`src/rtl/emif_avmm_burst_master.sv`:
```
// Avalon-MM burst exerciser: writes a seeded beat pattern over a window, reads it back, counts mismatches.
// Optional first-mismatch capture is enabled by defining EMIF_AVMM_BURST_MASTER_ERR_CAPTURE_EN.
module emif_avmm_burst_master #(
  parameter int          DATA_W       = 512,
  parameter int          ADDR_W       = 25,
  parameter int          BURST_W      = 7,
  parameter int          BURST_LEN    = 16,
  parameter logic [31:0] PATTERN_SEED = 32'hA5A5_0000
) (
  input  logic                  pr_region_clk,
  input  logic                  usr_reset_n,
  input  logic                  start,
  input  logic [ADDR_W-1:0]     base_addr,
  input  logic [15:0]           num_bursts,
  output logic                  busy,
  output logic                  done,
  output logic                  pass,
  output logic [31:0]           err_count,
  output logic [31:0]           first_err_beat,
  input  logic                  avm_waitrequest,
  input  logic [DATA_W-1:0]     avm_readdata,
  input  logic                  avm_readdatavalid,
  output logic [BURST_W-1:0]    avm_burstcount,
  output logic [DATA_W-1:0]     avm_writedata,
  output logic [ADDR_W-1:0]     avm_address,
  output logic                  avm_write,
  output logic                  avm_read,
  output logic [DATA_W/8-1:0]   avm_byteenable,
  output logic                  avm_debugaccess
);

  typedef enum logic [2:0] {S_IDLE, S_WR, S_RD_CMD, S_RD_WAIT, S_FIN} state_t;

  function automatic logic [31:0] sat_inc(input logic [31:0] v);
    return (v == 32'hFFFF_FFFF) ? v : v + 32'd1;
  endfunction

  function automatic logic [DATA_W-1:0] pattern(input logic [31:0] n);
    return {(DATA_W/32){n ^ PATTERN_SEED}};
  endfunction

  state_t              r_state, w_next;
  logic [ADDR_W-1:0]   r_base, r_addr;
  logic [15:0]         r_nbursts, r_burst_idx;
  logic [BURST_W-1:0]  r_bib;
  logic [31:0]         r_beat, r_err_count;
  logic                r_pass;

  logic w_start, w_wr_acc, w_rd_beat, w_step, w_last_beat, w_last_burst, w_mismatch;

  assign w_start      = (r_state == S_IDLE) && start;
  assign w_wr_acc     = (r_state == S_WR) && !avm_waitrequest;
  assign w_rd_beat    = (r_state == S_RD_WAIT) && avm_readdatavalid;
  assign w_step       = w_wr_acc || w_rd_beat;
  assign w_last_beat  = (r_bib == BURST_W'(BURST_LEN - 1));
  assign w_last_burst = (r_burst_idx == r_nbursts - 16'd1);
  assign w_mismatch   = w_rd_beat && (avm_readdata != pattern(r_beat));

  always_ff @(posedge pr_region_clk or negedge usr_reset_n) begin
    if (!usr_reset_n) r_state <= S_IDLE;
    else              r_state <= w_next;
  end

  always_comb begin
    w_next    = r_state;
    avm_write = 1'b0;
    avm_read  = 1'b0;
    busy      = 1'b0;
    done      = 1'b0;
    pass      = r_pass;
    case (r_state)
      S_IDLE:    if (start) w_next = (num_bursts == 16'd0) ? S_FIN : S_WR;
      S_WR: begin
        avm_write = 1'b1;
        busy      = 1'b1;
        if (w_wr_acc && w_last_beat && w_last_burst) w_next = S_RD_CMD;
      end
      S_RD_CMD: begin
        avm_read = 1'b1;
        busy     = 1'b1;
        if (!avm_waitrequest) w_next = S_RD_WAIT;
      end
      S_RD_WAIT: begin
        busy = 1'b1;
        if (w_rd_beat && w_last_beat) w_next = w_last_burst ? S_FIN : S_RD_CMD;
      end
      S_FIN: begin
        done   = 1'b1;
        pass   = (r_err_count == 32'd0);
        w_next = S_IDLE;
      end
      default:   w_next = S_IDLE;
    endcase
  end

  // Run configuration: captured once per accepted start, never reset.
  always_ff @(posedge pr_region_clk) begin
    if (w_start) begin
      r_base    <= base_addr;
      r_nbursts <= num_bursts;
    end
  end

  // Beat/burst walk shared by write and read phases; wraps back to the window start after the last burst.
  always_ff @(posedge pr_region_clk or negedge usr_reset_n) begin
    if (!usr_reset_n) begin
      r_addr      <= '0;
      r_burst_idx <= '0;
      r_bib       <= '0;
      r_beat      <= '0;
      r_err_count <= '0;
      r_pass      <= 1'b0;
    end else begin
      if (w_start) begin
        r_addr      <= base_addr;
        r_burst_idx <= '0;
        r_bib       <= '0;
        r_beat      <= '0;
        r_err_count <= '0;
        r_pass      <= 1'b0;
      end else if (w_step) begin
        if (w_last_beat) begin
          r_bib <= '0;
          if (w_last_burst) begin
            r_addr      <= r_base;
            r_burst_idx <= '0;
            r_beat      <= '0;
          end else begin
            r_addr      <= r_addr + ADDR_W'(BURST_LEN);
            r_burst_idx <= r_burst_idx + 16'd1;
            r_beat      <= r_beat + 32'd1;
          end
        end else begin
          r_bib  <= r_bib + BURST_W'(1);
          r_beat <= r_beat + 32'd1;
        end
      end
      if (w_mismatch) r_err_count <= sat_inc(r_err_count);
      if (r_state == S_FIN) r_pass <= (r_err_count == 32'd0);
    end
  end

`ifdef EMIF_AVMM_BURST_MASTER_ERR_CAPTURE_EN
  logic [31:0] r_first_err;
  // err_count is still zero on the first mismatching beat, since it only updates on the following edge.
  always_ff @(posedge pr_region_clk or negedge usr_reset_n) begin
    if (!usr_reset_n)                                 r_first_err <= '0;
    else if (w_start)                                 r_first_err <= '0;
    else if (w_mismatch && r_err_count == 32'd0)      r_first_err <= r_beat;
    else if (r_state == S_FIN && r_err_count == 32'd0) r_first_err <= 32'hFFFF_FFFF;
  end
  assign first_err_beat = r_first_err;
`else
  assign first_err_beat = 32'd0;
`endif

  assign err_count       = r_err_count;
  assign avm_address     = r_addr;
  assign avm_burstcount  = (avm_write || avm_read) ? BURST_W'(BURST_LEN) : '0;
  assign avm_writedata   = avm_write ? pattern(r_beat) : '0;
  assign avm_byteenable  = '1;
  assign avm_debugaccess = 1'b0;

endmodule

```
`config.mk`:
```
export PLATFORM = sky130hd
export DESIGN_NAME = emif_avmm_burst_master
export DESIGN_NICKNAME = d
export VERILOG_FILES = /design/src/rtl/emif_avmm_burst_master.sv
export SDC_FILE = /design/constraint.sdc
export NUM_CORES = 1
export LEC_CHECK = 0
export ABC_AREA = 1
export BUFFER_PORTS_ARGS = -buffer_cell sky130_fd_sc_hd__clkbuf_2
export CAP_MARGIN = 40
export CORE_AREA = 3 3 483 485
export DETAILED_ROUTE_END_ITERATION = 10
export DIE_AREA = 0 0 486 488
export PLACE_DENSITY_LB_ADDON = 0.2
export SYNTH_ARGS = -nofsm -noshare
export SYNTH_HDL_FRONTEND = slang
export SYNTH_SLANG_ARGS = --single-unit
```
`constraint.sdc`:
```
create_clock -name pr_region_clk -period 3.59 [get_ports pr_region_clk]
set_input_delay 0.5385 -clock pr_region_clk [delete_from_list [all_inputs] [get_ports pr_region_clk]]
set_output_delay 0.5385 -clock pr_region_clk [all_outputs]
set_load 0.005 [all_outputs]
```
==> results.json <==
{
  "htreeDepth": 4,
  "ys.flop_type": "dfrtp_1",
  "grt.total_usage": 0.1139,
  "first_iter_violations": 867,
  "ios": 1236,
  "synth_edf_count": 41,
  "hold_class": "input port to async pin",
  "period_minus_slack_ns": 3.352,
  "yosys.area.top_type_share": 0.2120,
  "async_reset_ff_frac": 0.7389,
  "yosysWarnings": 0,
  "syn_avg_cell_area_um2": 6.832,
  "fmax_mhz": 298.3,
  "synthesis.area_um2": 21320,
  "dp_cells": 6872,
  "period_share": 0.9337,
  "grt-ovfl-total": 0,
  "gp_congestion": 0.7811,
  "yosysMostFrequentCell": "nand2_1",
  "crit_required_ns": 4.00,
  "pwr_density_cell_nw_per_um2": 560.5,
  "critical-path-top-delay-family": "simple AND/OR/NAND/NOR gates",
  "finalHoldViolCount": 0,
  "rsz0062_at_grt": "no",
  "vias": 20810,
  "utilization": 0.1241,
  "r2r_cells": 15,
  "die_h_um": 488,
  "ys_seq_area_frac": 0.1939,
  "path_cells": "buf_4, xor2_1, nand2_1, nor2_1, nand2_1, nor2_2, nand2_1, nor2_1, nand2_1, nor2_2, buf_12, nand2_2, buf_4, o2111ai_1, nand2_1",
  "grt_pass1_wl_um": 181700,
  "synth.distinct_cells": 50,
  "worstSetupStartpointType": "flip-flop",
  "stdcell_area_um2": 28510,
  "core_area_um2": 229700,
  "cts_root_buffer": "clkbuf_16",
  "port_buffers": 1132,
  "antenna_found_initial": 46,
  "worst-path-buf-inv": 3,
  "drive_above_1_share": 0.3685,
  "slew_violations": 0,
  "synth.largest_area_cell": "buf_4",
  "synth_commonest_cells": "nand2_1 (830), buf_4 (602), xnor2_1 (383), nor2_1 (375), inv_1 (174)",
  "critPathArrivalTime_ns": 3.76,
  "multiInputGateArea_um2": 11910,
  "grt_pass1_vias": 20230,
  "yosys-top-cells-area": "buf_4 (21%), xnor2_1 (16%), nand2_1 (15%)",
  "n_fill_cell": 26810,
  "dp_hpwl_um": 121400,
  "path_depth": 15,
  "initial_core_util": 0.09283,
  "post_dp_cell_area_um2": 27780,
  "finalClockSkew_ns": 0.03055,
  "p_leak_nw": 13.55,
  "wl_um": 140500,
  "dr.pass1.iters": 5,
  "p_clk_frac": 0.136,
  "cts_inserted_buffers": 17,
  "cp_max_fo": 15,
  "nets": 4430,
  "viasPerCell": 3.006,
  "cts_tree": "done",
  "slowest_stage": "dfrtp_1",
  "drc_errors": 0,
  "fin_hold_ws_ns": 0.04893,
  "netSwitchingFraction": 0.5210,
  "comb_power_share": 0.686,
  "cts_hold_buf": 0,
  "synth_seq_cells": 157,
  "wire_per_inst_um": 20.30,
  "die_area_um2": 237200,
  "rows": 176,
  "clk_pin_slew_ns": 0.10,
  "slowest_delay_ns": 0.61,
  "regArea_um2": 4143,
  "maxSlewHeadroom": 0.4844,
  "cts_setup_buffers": 0,
  "stdcell_count": 6924,
  "finalSetupViolCount": 0,
  "postRouteAntennaNets": 0,
  "dieWidth_um": 486,
  "grt_max_degree": 52,
  "clk_latency_ns": 0.55,
  "seqPwrFrac": 0.178,
  "max_slew.worst_pin.slew_ns": 0.7733,
  "cts_resized": 14,
  "cts_sinks": 157,
  "switching_power_mw": 8.326,
  "p_total_mw": 15.98,
  "vdd_ir_drop_max_v": 0.0003366,
  "endpoint_kind": "flip-flop",
  "p_int_mw": 7.656,
  "crit_top_cell": "nand2_1",
  "syn_inst": 3121,
  "path_class": "flip-flop to flip-flop",
  "maxCapViolCount": 0,
  "area_growth_pct": 33.73,
  "clock_path_buffers": 2,
  "run_status": "finished, final reports clean"
}
## cells by family after synthesis
kind of cell	count (synthesis)	share of synthesized area
AOI/OAI and AO/OA	103	0.02987
xor gates and xnor gates	546	0.2246
adders and majority gates	7	0.004108
buffers and inverters	874	0.2724
DFF	157	0.1939
muxes	1	0.0004695
other	2	0.0003522
and+or+nand+nor	1431	0.2743
## layer usage
layer  vias to the layer above  GRT usage  routed length (um)
li1                      10440          -                   -
met2                       760     0.2114               73300
met4                        10    0.02080                1426
met5                         -          0                  71
met3                        71    0.01986                6860
met1                      9532     0.1368               58880
## sequential cells by signal, indices dropped and copies added, names as in the netlist
signal       count
avm_address     25
err_count       32
r_base          25
r_beat          32
r_bib            7
r_burst_idx     16
r_nbursts       16
r_pass           1
r_state          3
## power groups by stage
stage | sequential (mW) | clock, mW | combinational (mW)
6_report | 2.84 | 2.17 | 11.0
5_1_grt | 2.93 | 2.37 | 12.3
4_1_cts | 2.86 | 2.35 | 11.5
3_5_place_dp | 2.89 | 0 | 11.5
3_3_place_gp | 2.88 | 0 | 11.5
2_1_floorplan | 2.58 | 0 | 7.83
## final cells by class
type | count | area share
inverter | 189 | 0.02501
multi-input combinational | 2191 | 0.4176
clock buffer | 18 | 0.01540
sequential | 157 | 0.1453
clock inverter | 14 | 0.006758
antenna | 20 | 0.001755
tap | 3026 | 0.1328
timing repair buffer | 1309 | 0.2554
## worst reg2reg max path: stages, from the launching register on
cell	delay [ns]
dfrtp_1	0.61
buf_4	0.25
xor2_1	0.14
nand2_1	0.06
nor2_1	0.45
nand2_1	0.14
nor2_2	0.31
nand2_1	0.11
nor2_1	0.24
nand2_1	0.12
nor2_2	0.19
buf_12	0.14
nand2_2	0.07
buf_4	0.20
o2111ai_1	0.11
nand2_1	0.07
## final timing paths
check / slack (ns) / end / from
max: 0.24 / err_count[23] / r_beat[24]
min: 0.05 / avm_address[1] / usr_reset_n
max reg2reg: 0.24 / err_count[23] / r_beat[24]
min reg2reg: 0.49 / avm_address[0] / avm_address[0]
max in group asynchronous: 2.68 / err_count[0] / usr_reset_n
min in group pr_region_clk: 0.19 / r_base[1] / base_addr[1]
## cells in the final DEF (no fill, tap or decap), drive strengths merged, types with 2 or more instances in the layout
master and count:
buf 178, nand2 837, edfxtp 41, clkinv 11, clkbuf 1149, o21ai 37, a211oi 2, nor3b 3
nand3 102, a31oi 3, diode 20, inv 190, nor3 44, xnor2 383, or2 8, o22ai 25
nand3b 4, xor2 163, nor2 388, bufinv 2, nand4 18, o2111ai 15, dfrtp 116, nor4 24
a21oi 13, conb 103, o21bai 3, ha 7
## metrics by stage
step                      setup TNS [ns]  setup slack, ns
after CTS                              0          0.02182
after global routing                   0         0.002712
final                                  0           0.2379
after global placement            -20.57          -0.6628
after detailed placement          -9.935          -0.3383
after floorplan                        0           0.7752
Power figures use the tool's default switching activity.
